`config.mk`:
```
export PLATFORM = sky130hd
export DESIGN_NAME = serial_sub_ctrl
export DESIGN_NICKNAME = d
export VERILOG_FILES = /design/src/rtl/serial_sub_ctrl.sv
export SDC_FILE = /design/constraint.sdc
export NUM_CORES = 1
export LEC_CHECK = 0
export CAP_MARGIN = 20
export CORE_MARGIN = 3
export CORE_UTILIZATION = 45
export CTS_BUF_LIST = sky130_fd_sc_hd__clkbuf_8
export CTS_CLUSTER_SIZE = 14
export DETAILED_ROUTE_END_ITERATION = 10
export PLACE_DENSITY = 0.84
export SYNTH_ARGS = -nofsm -noshare
export SYNTH_HDL_FRONTEND = slang
export SYNTH_SLANG_ARGS = --single-unit
```
`constraint.sdc`:
```
create_clock -name clk -period 4.2 [get_ports clk]
set_input_delay 0.63 -clock clk [delete_from_list [all_inputs] [get_ports clk]]
set_output_delay 0.63 -clock clk [all_outputs]
set_load 0.02 [all_outputs]
```
`src/rtl/serial_sub_ctrl.sv`:
```
// Bit-serial WIDTH-bit subtractor sequencer driving one external 1-bit full-subtractor slice, LSB first.
// Optional macro SERIAL_SUB_OVF_EN adds a signed-overflow output `ovf`.
module serial_sub_ctrl #(
    parameter int WIDTH = 8
) (
    input  logic             clk,
    input  logic             rst,
    input  logic             start,
    input  logic [WIDTH-1:0] a_in,
    input  logic [WIDTH-1:0] b_in,
    input  logic             bin,
    output logic             fs_a,
    output logic             fs_b,
    output logic             fs_bin,
    input  logic             fs_d,
    input  logic             fs_bout,
    output logic [WIDTH-1:0] diff,
    output logic             bout,
    output logic             busy,
    output logic             done
`ifdef SERIAL_SUB_OVF_EN
    ,
    output logic             ovf
`endif
);

    localparam int CW = $clog2(WIDTH) + 1;
    localparam logic [CW-1:0] CNT_ONE  = {{(CW-1){1'b0}}, 1'b1};
    localparam logic [CW-1:0] CNT_LAST = CW'(WIDTH - 1);

    typedef enum logic [1:0] {
        IDLE = 2'd0,
        RUN  = 2'd1,
        DONE = 2'd2
    } state_t;

    state_t             state_r;
    logic [WIDTH-1:0]   a_sr_r;
    logic [WIDTH-1:0]   b_sr_r;
    logic [WIDTH-2:0]   res_r;
    logic               brw_r;
    logic [CW-1:0]      cnt_r;
    logic [WIDTH-1:0]   diff_r;
    logic               bout_r;
    logic               busy_r;
    logic               done_r;
    logic [WIDTH-1:0]   res_next_s;

`ifdef SERIAL_SUB_OVF_EN
    logic               a_msb_r;
    logic               b_msb_r;
    logic               ovf_r;

    function automatic logic ovf_calc(input logic a_msb, input logic b_msb, input logic d_msb);
        ovf_calc = (a_msb != b_msb) && (d_msb != a_msb);
    endfunction
`endif

    // The newest slice bit enters at the top; the full word is only copied to diff at the end.
    assign res_next_s = {fs_d, res_r};

    // Shift registers are zero outside RUN, so the slice drive is 0 whenever idle.
    assign fs_a   = a_sr_r[0];
    assign fs_b   = b_sr_r[0];
    assign fs_bin = brw_r;
    assign diff   = diff_r;
    assign bout   = bout_r;
    assign busy   = busy_r;
    assign done   = done_r;
`ifdef SERIAL_SUB_OVF_EN
    assign ovf    = ovf_r;
`endif

    // Sequencer FSM with all datapath and output registers.
    always_ff @(posedge clk or posedge rst) begin
        if (rst) begin
            state_r <= IDLE;
            a_sr_r  <= {WIDTH{1'b0}};
            b_sr_r  <= {WIDTH{1'b0}};
            res_r   <= {(WIDTH-1){1'b0}};
            brw_r   <= 1'b0;
            cnt_r   <= {CW{1'b0}};
            diff_r  <= {WIDTH{1'b0}};
            bout_r  <= 1'b0;
            busy_r  <= 1'b0;
            done_r  <= 1'b0;
`ifdef SERIAL_SUB_OVF_EN
            a_msb_r <= 1'b0;
            b_msb_r <= 1'b0;
            ovf_r   <= 1'b0;
`endif
        end else begin
            case (state_r)
                IDLE: begin
                    done_r <= 1'b0;
                    if (start) begin
                        a_sr_r  <= a_in;
                        b_sr_r  <= b_in;
                        brw_r   <= bin;
                        cnt_r   <= {CW{1'b0}};
                        busy_r  <= 1'b1;
                        state_r <= RUN;
`ifdef SERIAL_SUB_OVF_EN
                        a_msb_r <= a_in[WIDTH-1];
                        b_msb_r <= b_in[WIDTH-1];
`endif
                    end else begin
                        busy_r  <= 1'b0;
                        state_r <= IDLE;
                    end
                end
                RUN: begin
                    a_sr_r <= {1'b0, a_sr_r[WIDTH-1:1]};
                    b_sr_r <= {1'b0, b_sr_r[WIDTH-1:1]};
                    res_r  <= res_next_s[WIDTH-1:1];
                    cnt_r  <= cnt_r + CNT_ONE;
                    if (cnt_r == CNT_LAST) begin
                        // Final bit: publish the whole word and park the borrow drive at 0.
                        diff_r  <= res_next_s;
                        bout_r  <= fs_bout;
                        brw_r   <= 1'b0;
                        busy_r  <= 1'b0;
                        done_r  <= 1'b1;
                        state_r <= DONE;
`ifdef SERIAL_SUB_OVF_EN
                        ovf_r   <= ovf_calc(a_msb_r, b_msb_r, fs_d);
`endif
                    end else begin
                        brw_r   <= fs_bout;
                        busy_r  <= 1'b1;
                        done_r  <= 1'b0;
                        state_r <= RUN;
                    end
                end
                DONE: begin
                    done_r  <= 1'b0;
                    busy_r  <= 1'b0;
                    state_r <= IDLE;
                end
                default: begin
                    done_r  <= 1'b0;
                    busy_r  <= 1'b0;
                    state_r <= IDLE;
                end
            endcase
        end
    end

endmodule

```
======== Word-level counts from Yosys, hierarchy flattened ========
Index checks and enable logic that the tools add are counted.
storage, ports and cells
  input bits .............................. 22
  flip-flop bits (word level) ............. 41
  logic and storage cells ................. 35
  output and inout bits ................... 14
operators by class
  reduce and logical (&&, ||, !) cells .... 4
  multiplexer cells ....................... 17
  equality and inequality tests ........... 3
  add/subtract/negate cells ............... 1
operators by type and width
  operator               number
  $pmux W8 S2            2
  $mux W8                2
  $pmux W4 S2            1
  $mux W1                7
  $add A4 B1 Y4 const B  1
  $eq A4 B3 Y1 const B   1
  $mux W4                1
  $pmux W1 S2            2
  $pmux W2 S2            1
  $reduce_and A2 Y1      2
  $eq A2 B1 Y1 const B   1
  $logic_not A2 Y1       1
  $mux W2                1
  $ne A2 B2 Y1 const B   1
  $reduce_bool A2 Y1     1

======== Logic depth before layout (Yosys ltp) ========
  word-level depth ........................ 3
  gate-level depth with buffers ........... 5
  gate-level depth less buffers ........... 4

======== Worst setup path before layout ========
No wires, ideal clock.
  path kind ............................... reg2reg
  start ................................... reg state_r[0]
  end ..................................... reg bout_r, in the netlist bout
  path buffers ............................ 1
  arrival ................................. 1.254 ns
  period minus slack after synthesis ...... 1.381 ns
  setup slack ............................. 2.819 ns
  data required time ...................... 4.072 ns
  cell stages (with the launch flop) ...... 5
  library setup time ...................... 0.128 ns
  cells stage by stage .................... dfrtp_1 > nand4b_1 > nor2_2 > buf_4 > mux2_1
between the ends
  cells in the longest elaborated chain, start to end .. 2
ends and longest elaborated chain
  element                             line  text
  from (decl)                         37    state_t state_r;
  from (signal assigned)              77    state_r <= IDLE;
  from (signal assigned)              102   state_r <= RUN;
  from (signal assigned)              109   state_r <= IDLE;
  $eq A2 B1 Y1                        93    case (state_r)
  $reduce_and A2 Y1 (no source line)  n/a
  to (signal assigned)                120   bout_r <= fs_bout;
  to (decl)                           44    logic bout_r;
No other way between the ends.
A chain may end at the register's enable or synchronous reset.

==> impl_metrics.toml <==
[final_layout]
multi_input_area_um2 = 604
layout.nets = 198
area_delta_synth_final_pct = 27.4
regArea_um2 = 976
nFillCells = 290
layout-drive-gt1-share_pct = 9.66
final_cell_count_no_fill = 222
diodes = 0

[routing]
drcViolationCount = 0
drt_first_pass_iters = 4
wl_per_cell_um = 15.8
via_count = 1194
drtAntennaViolNets = 0
drtIter0Drc = 128
drt-vias-per-instance = 5.38
wl_um = 3510

[clock_tree]
clk_pin_slew_worst_paths_ns = 0.07
cts_buffers = 5
postCtsHoldBufs = 0
htreeDepth = 2
cts_resized = 0
cts_setup_buffers = 0
clk_path_buf_depth = 2
cts_root_buffer = "clkbuf_8"
cts_tree = "built"
clk_latency_ns = 0.28
cts_sinks = 39

[global_route]
grt_use_total_pct = 18.2
grt_pass1_wl_um = 5930
overflow = 0
grt_max_degree = 40
grt_pass1_vias = 1275
antenna_found_initial = 0

[timing]
slew_viol_final = 0
setup_viol_count_final = 0
max_freq_mhz = 401
setup_ws_ns = 1.71
tightest_slew_ns = 0.759
period_share_pct = 59.3
fin_setup_tns_ns = 0
rsz0062_at_grt = "no"
timing_hold_violations_final = 0
min_period_ns = 2.49
finalClockSkew_ns = 0.00386
slew_headroom_pct = 49.4

[worst_setup_path]
path_class = "register to output port"
crit_arrival_ns = 1.86
crit_fanout = 24
start_kind = "register"
rrSetupSlack_ns = 2.11
crit_path_top_delay_cell = "dfrtp_1"
cp.depth = 1
endpoint_kind = "output port"
worstSetupEndpoint = "busy"
cp_top_family = "flip-flops"
r2r_start = "state_r[0]"
required_ns = 3.57
path_cells = "clkdlybuf4s50_1"
cp-startpoint = "state_r[0]"
crit_buf_inv = 1
reg2reg_depth = 3
r2r-end = "diff[6]"
critPathMaxStageDelay_ns = 0.84

[yosys]
ys_seq_elements = 39
synthesis.instances = 140
ys_seq_area_share_pct = 59.5
synth.distinct_cells = 28
yosysWarnings = 0
synth_top_area_cell = "dfrtp_1"
syn_nets = 163
syn_area_um2 = 1640
synth_area_leaders = "dfrtp_1 59%, a22oi_1 5.9%, o21ai_0 5.5%"
yosysTopAreaCellShare_pct = 59.5
syn_area_per_cell_um2 = 11.7

[floorplanning]
coreArea_um2 = 3420
die_area_um2 = 4410
rows = 21
die_w_um = 66.4
die_h_um = 66.4
start_util_pct = 48.1
ioPinCount = 36

[hold_path]
hold_class = "register to register"

[power_and_ir_drop]
vdd_drop_max_v = 0.000574
p_leak_nw = 0.879
powerDensity_nw_per_um2 = 680

[flow_run]
drv_cap = 0

[placed_design]
io_buffer_count = 35
placed_cells = 214
place_ws_ns = 2.02
dp_hpwl_um = 2420
gp_congestion = 0.764

[run_status]
status = "complete, no violations"
==> report_power, final <==
group | internal [mW] | leakage (nW) | switching [mW]
sequential | 0.537 | 0.489 | 0.128
combinational | 0.276 | 0.340 | 0.250
clock | 0.112 | 0.0505 | 0.119
total | 0.924 | 0.879 | 0.497
==> cells by family (layout without fill, tap and decap cells) <==
family / count (synthesis) / in the layout / synth area share (%)
muxes: 17 / 17 / 11.6
DFF: 39 / 39 / 59.5
AOI/OAI and AO/OA: 40 / 40 / 15.6
buffers and inverters: 12 / 48 / 3.73
adders and majority gates: 1 / 1 / 0.762
and+or+nand+nor: 31 / 31 / 8.84
==> cell type report <==
| class | instances | share of cell area (%) |
|---|---|---|
| sequential | 39 | 46.7 |
| multi-input combinational | 89 | 28.9 |
| timing repair buffer | 36 | 17.1 |
| clock buffer | 5 | 3.29 |
| tap | 46 | 2.75 |
| inverter | 4 | 0.718 |
| clock inverter | 3 | 0.598 |
==> synthesized netlist by cell type, drive strengths merged <==
cell and number:
dfrtp 39, a32o 1, o22ai 1, o2bb2ai 1, and2 1, o21ai 18, a211oi 1, mux2 16
nor2 2, a21oi 2, mux2i 1, and2b 1, inv 4, nor2b 4, nand3 2, clkbuf 1
nand2b 1, a31oi 1, a22oi 13, nand4b 1, o21bai 1, o311ai 1, buf 7, ha 1
nand2 19
==> how the worst min path moves through the flow <==
stage                         start         to  slack (ns)  depth (start not counted)
after floorplan           b_sr_r[1]  b_sr_r[1]        0.44                          2
after global placement    b_sr_r[1]  b_sr_r[1]        0.46                          2
after detailed placement  b_sr_r[3]  b_sr_r[3]        0.47                          2
after CTS                 b_sr_r[3]  b_sr_r[3]        0.49                          2
after global routing        diff[1]    diff[1]        0.52                          1
final                     a_sr_r[3]  a_sr_r[3]        0.49                          2
==> registers in the layout (all words and copies together) (netlist names) <==
register / flops
cnt_r: 4
diff: 8
state_r: 1
a_sr_r: 8
res_r: 7
fs_bin: 1
done: 1
bout: 1
b_sr_r: 8
==> per-layer routing <==
metal  track usage [%]  vias up  routed length (um)
met5                 0        -                   0
met4              5.84        0                  22
met3              6.80        2                 288
met2              28.6       46                1670
met1              23.1      576                1530
li1                  -      570                   -
==> metrics by stage <==
step / instance area, um^2 / total power, mW / utilization (%) / hold WS, ns
finish: 2090 / 1.42 / 61.2 / 0.487
global route: 2090 / 1.53 / 61.2 / 0.517
floorplan: 1640 / 0.982 / - / 0.442
detailed placement: 2010 / 1.20 / 58.9 / 0.475
CTS: 2090 / 1.44 / 61.2 / 0.492
global placement: 2010 / 1.16 / 58.9 / 0.463
==> placed cells by master (no fill, tap or decap), types with 4 or more instances in the layout <==
cell type / n
mux2_2: 8
o21ai_0: 18
clkdlybuf4s50_1: 35
dfrtp_1: 39
mux2_1: 8
nand2_1: 19
nor2b_1: 4
a22oi_1: 13
clkbuf_8: 5
inv_1: 6
Note: power is estimated with default switching activity, not from simulation.
